### config.mk
export PLATFORM = sky130hd
export DESIGN_NAME = writeback_unit
export DESIGN_NICKNAME = d
export VERILOG_FILES = /design/src/rtl/writeback_unit.sv
export SDC_FILE = /design/constraint.sdc
export NUM_CORES = 1
export LEC_CHECK = 0
export ABC_CLOCK_PERIOD_IN_PS = 3500
export BUFFER_PORTS_ARGS = -buffer_cell sky130_fd_sc_hd__buf_4
export CELL_PAD_IN_SITES_DETAIL_PLACEMENT = 0
export CELL_PAD_IN_SITES_GLOBAL_PLACEMENT = 1
export CORE_MARGIN = 3
export CORE_UTILIZATION = 42
export DETAILED_ROUTE_END_ITERATION = 6
export GPL_TIMING_DRIVEN = 1
export HOLD_SLACK_MARGIN = 0.08
export PLACE_DENSITY = 0.93
export SLEW_MARGIN = 20
export SYNTH_ARGS = -nofsm -noshare
export SYNTH_HDL_FRONTEND = slang
export SYNTH_SLANG_ARGS = --single-unit
### constraint.sdc
create_clock -name clk -period 3.5 [get_ports clk]
set_input_delay 0.7 -clock clk [delete_from_list [all_inputs] [get_ports clk]]
set_output_delay 0.7 -clock clk [all_outputs]
set_load 0.005 [all_outputs]
### src/rtl/writeback_unit.sv
// writeback_unit: accepts one instruction result over valid/ready and issues a
// single-cycle register file write with the formatted (load-extended) value.
module writeback_unit #(
  parameter int unsigned XLEN           = 32,
  parameter int unsigned REG_ADDR_WIDTH = 5
) (
  input  logic                      clk,
  input  logic                      reset_n,
  input  logic                      in_valid,
  output logic                      in_ready,
  input  logic [1:0]                result_source,
  input  logic [XLEN-1:0]           alu_result,
  input  logic [XLEN-1:0]           load_data,
  input  logic [1:0]                load_address_low,
  input  logic [2:0]                load_funct3,
  input  logic [XLEN-1:0]           pc_plus_4,
  input  logic [XLEN-1:0]           immediate,
  input  logic [REG_ADDR_WIDTH-1:0] rd_in,
  input  logic                      flush,
  output logic                      write_enable,
  output logic [REG_ADDR_WIDTH-1:0] destination_register,
  output logic [XLEN-1:0]           destination_value,
  output logic                      writeback_done,
  output logic                      misaligned_error
);

  typedef enum logic [1:0] {
    ST_IDLE   = 2'd0,
    ST_FORMAT = 2'd1,
    ST_WRITE  = 2'd2
  } state_e;

  localparam logic [1:0] SRC_ALU  = 2'd0;
  localparam logic [1:0] SRC_LOAD = 2'd1;
  localparam logic [1:0] SRC_PC4  = 2'd2;

  localparam logic [2:0] F3_LB  = 3'd0;
  localparam logic [2:0] F3_LH  = 3'd1;
  localparam logic [2:0] F3_LW  = 3'd2;
  localparam logic [2:0] F3_LBU = 3'd4;
  localparam logic [2:0] F3_LHU = 3'd5;

  state_e                    state_q, state_d;
  logic                      in_ready_q, in_ready_d;
  logic                      write_enable_q, write_enable_d;
  logic [REG_ADDR_WIDTH-1:0] destination_register_q, destination_register_d;
  logic [XLEN-1:0]           destination_value_q, destination_value_d;
  logic                      writeback_done_q, writeback_done_d;
  logic                      misaligned_error_q, misaligned_error_d;

  logic [1:0]                cap_src_q, cap_src_d;
  logic [XLEN-1:0]           cap_alu_q, cap_alu_d;
  logic [XLEN-1:0]           cap_load_q, cap_load_d;
  logic [1:0]                cap_off_q, cap_off_d;
  logic [2:0]                cap_f3_q, cap_f3_d;
  logic [XLEN-1:0]           cap_pc_q, cap_pc_d;
  logic [XLEN-1:0]           cap_imm_q, cap_imm_d;
  logic [REG_ADDR_WIDTH-1:0] cap_rd_q, cap_rd_d;

  logic [7:0]                load_byte;
  logic [15:0]               load_half;
  logic [XLEN-1:0]           fmt_value;
  logic                      fmt_error;

  // Byte/halfword lane select from the captured load offset
  always_comb begin
    load_byte = cap_load_q[7:0];
    case (cap_off_q)
      2'd0:    load_byte = cap_load_q[7:0];
      2'd1:    load_byte = cap_load_q[15:8];
      2'd2:    load_byte = cap_load_q[23:16];
      default: load_byte = cap_load_q[31:24];
    endcase
    load_half = cap_off_q[1] ? cap_load_q[31:16] : cap_load_q[15:0];
  end

  // Result source mux, load extension and misalignment/illegal-funct3 check
  always_comb begin
    fmt_value = cap_alu_q;
    fmt_error = 1'b0;
    case (cap_src_q)
      SRC_ALU: fmt_value = cap_alu_q;
      SRC_LOAD: begin
        case (cap_f3_q)
          F3_LB:  fmt_value = {{(XLEN-8){load_byte[7]}}, load_byte};
          F3_LH:  begin
            fmt_value = {{(XLEN-16){load_half[15]}}, load_half};
            fmt_error = cap_off_q[0];
          end
          F3_LW:  begin
            fmt_value = cap_load_q;
            fmt_error = (cap_off_q != 2'd0);
          end
          F3_LBU: fmt_value = {{(XLEN-8){1'b0}}, load_byte};
          F3_LHU: begin
            fmt_value = {{(XLEN-16){1'b0}}, load_half};
            fmt_error = cap_off_q[0];
          end
          default: begin
            fmt_value = cap_load_q;
            fmt_error = 1'b1;
          end
        endcase
      end
      SRC_PC4: fmt_value = cap_pc_q;
      default: fmt_value = cap_imm_q;
    endcase
  end

  // Next-state and registered-output logic; strobes default low every cycle
  always_comb begin
    state_d                = state_q;
    in_ready_d             = in_ready_q;
    write_enable_d         = 1'b0;
    writeback_done_d       = 1'b0;
    misaligned_error_d     = 1'b0;
    destination_register_d = destination_register_q;
    destination_value_d    = destination_value_q;
    cap_src_d              = cap_src_q;
    cap_alu_d              = cap_alu_q;
    cap_load_d             = cap_load_q;
    cap_off_d              = cap_off_q;
    cap_f3_d               = cap_f3_q;
    cap_pc_d               = cap_pc_q;
    cap_imm_d              = cap_imm_q;
    cap_rd_d               = cap_rd_q;

    case (state_q)
      ST_IDLE: begin
        in_ready_d = 1'b1;
        if (in_valid && !flush) begin
          cap_src_d  = result_source;
          cap_alu_d  = alu_result;
          cap_load_d = load_data;
          cap_off_d  = load_address_low;
          cap_f3_d   = load_funct3;
          cap_pc_d   = pc_plus_4;
          cap_imm_d  = immediate;
          cap_rd_d   = rd_in;
          in_ready_d = 1'b0;
          state_d    = ST_FORMAT;
        end
      end
      ST_FORMAT: begin
        if (flush) begin
          in_ready_d = 1'b1;
          state_d    = ST_IDLE;
        end else begin
          destination_value_d    = fmt_value;
          destination_register_d = cap_rd_q;
          write_enable_d         = !fmt_error && (cap_rd_q != '0);
          writeback_done_d       = 1'b1;
          misaligned_error_d     = fmt_error;
          state_d                = ST_WRITE;
        end
      end
      ST_WRITE: begin
        in_ready_d = 1'b1;
        state_d    = ST_IDLE;
      end
      default: begin
        in_ready_d = 1'b1;
        state_d    = ST_IDLE;
      end
    endcase
  end

  // State and output registers with synchronous active-low reset
  always_ff @(posedge clk) begin
    if (!reset_n) begin
      state_q                <= ST_IDLE;
      in_ready_q             <= 1'b1;
      write_enable_q         <= 1'b0;
      writeback_done_q       <= 1'b0;
      misaligned_error_q     <= 1'b0;
      destination_register_q <= '0;
      destination_value_q    <= '0;
      cap_src_q              <= '0;
      cap_alu_q              <= '0;
      cap_load_q             <= '0;
      cap_off_q              <= '0;
      cap_f3_q               <= '0;
      cap_pc_q               <= '0;
      cap_imm_q              <= '0;
      cap_rd_q               <= '0;
    end else begin
      state_q                <= state_d;
      in_ready_q             <= in_ready_d;
      write_enable_q         <= write_enable_d;
      writeback_done_q       <= writeback_done_d;
      misaligned_error_q     <= misaligned_error_d;
      destination_register_q <= destination_register_d;
      destination_value_q    <= destination_value_d;
      cap_src_q              <= cap_src_d;
      cap_alu_q              <= cap_alu_d;
      cap_load_q             <= cap_load_d;
      cap_off_q              <= cap_off_d;
      cap_f3_q               <= cap_f3_d;
      cap_pc_q               <= cap_pc_d;
      cap_imm_q              <= cap_imm_d;
      cap_rd_q               <= cap_rd_d;
    end
  end

  assign in_ready             = in_ready_q;
  assign write_enable         = write_enable_q;
  assign destination_register = destination_register_q;
  assign destination_value    = destination_value_q;
  assign writeback_done       = writeback_done_q;
  assign misaligned_error     = misaligned_error_q;

endmodule
==> flow_summary.yaml <==
worst_setup_path:
  critical_path.max_fanout: 26
  critical_path_arrival_ns: 2.43
  cp_cell_sequence: "buf_4, mux2i_1, nor2_1, a211oi_1, o22ai_1"
  crit_path_max_incr_delay_ns: 0.81
  crit_buf_inv: 1
  worstSetupPathType: "flop to flop"
  crit_path_end_kind: "flop"
  cp_top_family: "flip-flops"
  path_depth: 5
  reg2regPathDepth: 5
  cp-start-kind: "flop"
  critPathSlowestCell: "dfxtp_2"
  worstPathRequired_ns: 3.80
global_route:
  track_usage: 0.2223
  grt_pass1_wl_um: 36030
  overflow: 0
  grt_pass1_vias: 6675
  antenna_found_initial: 0
  grt_start_max_net_pins: 90
sta:
  setup_viol: 0
  rsz0062_at_grt: "false"
  max_freq_ghz: 0.4679
  period_share: 0.6106
  min_period_ns: 2.137
  finalClockSkew_ns: 0.008664
  holdWs_ns: 0.4520
  fin_ws_ns: 1.363
  slew_headroom: 0.4955
  setup_tns_ns: 0
  drv_slew: 0
  max_slew.worst_pin.slew_ns: 0.7568
  hold_viol: 0
synthesis:
  syn_nets: 1107
  syn_area_per_cell_um2: 8.222
  syn_area_mm2: 0.007918
  yosysWarningCount: 0
  synth-seq-area-share: 0.4627
  ys_seq_elements: 183
  yosys.cell_types.count: 41
  synth_cells: 963
drt:
  vias: 7170
  ant_nets: 0
  drt_iter0_drc: 560
  wirelength_um: 23200
  vias_per_cell: 5.335
  first_pass_iters: 6
  avgRoutedWirePerCell_um: 17.26
  drc: 0
clock_network:
  cts_made_buffers: 17
  postCtsHoldBufs: 0
  clkLatencyLatePin_ns: 0.43
  cts.sinks: 183
  cts.repair.resized: 0
  clkTransAtPathRegs_ns: 0.07
  cts_tree: "done"
  h-tree-depth: 4
  post_cts_buffers: 0
  clock-root-buffer: "clkbuf_16"
  clk_path_buf_depth: 2
die:
  start_util: 0.4334
  die_h_um: 143.3
  pin_count: 185
  die_area_mm2: 0.02053
  fp.coreArea_mm2: 0.01827
  rows: 49
  die_w_um: 143.3
pwr:
  ir_drop_mv: 0.3451
  leakage_nw: 3.899
  pwr_density_cell_mw_per_mm2: 472.7
layout:
  final_cells: 1344
  layout.nets: 1246
  areaGrowthSynthToFinish_pct: 26.33
  final_cell_mix: "nand2_1 (296), buf_4 (196), dfxtp_1 (182)"
  drive_above_1_share: 0.2179
  final_common_cell: "nand2_1"
  diodes: 0
outcome:
  status: "complete, no violations"
min_path:
  holdPathStages: 2
  worstHoldPathType: "flop to flop"
place:
  port_buffers: 184
  globalplace.congestion: 0.9240
  dp_hpwl_um: 16650
  place_inst: 1312
  place_ws_ns: 1.097
run:
  cap_viol_max_count: 0
-- logic make-up after synthesis --
logic type	synth area share
flops	0.4627
mux	0.05420
compound gates	0.2435
buf+inv	0.04298
simple gates	0.1966
-- worst reg2reg max path: cells and delay by family (launching register included) --
family | cells | cell delay (ns)
AND/OR/NAND/NOR | 1 | 0.08
buffers and inverters | 1 | 0.42
multiplexers | 1 | 0.28
AO/OA/AOI/OAI | 2 | 0.42
flip-flops | 1 | 0.81
-- synthesized netlist by cell type --
master	n	area, µm²
o211ai_1	1	7.510
mux2_2	7	78.83
nand3b_1	2	15.01
o21ai_4	1	16.27
and4b_1	1	10.01
nor3b_1	3	22.52
a311oi_1	1	8.760
nand4b_1	1	8.760
o32ai_1	2	17.52
a211oi_1	30	225.2
clkbuf_1	56	210.2
nor4_1	1	6.260
and2_1	2	12.51
buf_2	17	85.08
buf_1	2	7.510
nand2_1	296	1111
a21oi_1	9	45.04
o22ai_1	26	162.7
or4_1	1	7.510
nor3_1	3	15.01
nor2b_1	7	43.79
a21boi_1	18	135.1
dfxtp_1	183	3664
o21ai_0	42	210.2
nand3_1	1	5.000
a222oi_1	4	40.04
a2111oi_0	1	8.760
a31oi_1	2	12.51
clkinv_1	1	3.750
a21boi_0	128	960.9
o221ai_1	3	26.28
nor4b_2	1	15.01
or3b_4	1	11.26
nand2b_1	3	18.77
nor2_1	56	210.2
o22ai_2	2	25.02
o221ai_4	1	26.28
buf_6	2	22.52
or3_1	7	43.79
mux2i_1	35	350.3
inv_1	3	11.26
-- routing by layer --
metal / track usage / vias up / part of all wire
met4: 0.05203 / 0 / 0.012
li1: - / 3553 / -
met2: 0.3588 / 279 / 0.46
met3: 0.04892 / 19 / 0.079
met1: 0.3069 / 3319 / 0.44
met5: 0 / - / 0
-- flip-flops by register name, indices dropped and copies added (netlist names), 2 cells and up --
name                  cells
cap_alu_q                32
cap_imm_q                32
cap_load_q               32
cap_pc_q                 32
destination_value        32
cap_rd_q                  5
destination_register      5
cap_f3_q                  3
cap_off_q                 2
cap_src_q                 2
state_q                   2
-- where the power goes --
part	switching [mW]	internal (mW)	total [mW]	leakage (nW)
registers	0.0774	2.17	2.25	1.49
clock network	0.818	1.18	2.00	0.299
logic	0.239	0.239	0.478	2.11
-- layout make-up --
class                           instances  area [µm²]
Fill cell                            1690        8268
Multi-Input combinational cell        699        3928
Sequential cell                       183        3665
Timing Repair Buffer                  197        1491
Clock buffer                           21       470.5
Tap cell                              229       286.5
Clock inverter                         11       146.4
Inverter                                4       15.01
-- per-stage QoR --
stage / power (mW) / utilization / instance area, µm²
2_1_floorplan: 2.528 / - / 7918
3_3_place_gp: 2.767 / 0.5137 / 9385
3_5_place_dp: 2.773 / 0.5137 / 9385
4_1_cts: 4.751 / 0.5475 / 10000
5_1_grt: 4.893 / 0.5475 / 10000
6_report: 4.728 / 0.5475 / 10000
-- worst paths after layout --
kind	start	slack, ns	end
min	cap_alu_q[20]	0.45	cap_alu_q[20]
max	cap_src_q[1]	1.36	destination_value[13]
max reg2reg	cap_src_q[1]	1.36	destination_value[13]
min reg2reg	cap_alu_q[20]	0.45	cap_alu_q[20]
No activity file was read; power rests on OpenSTA's default activity.
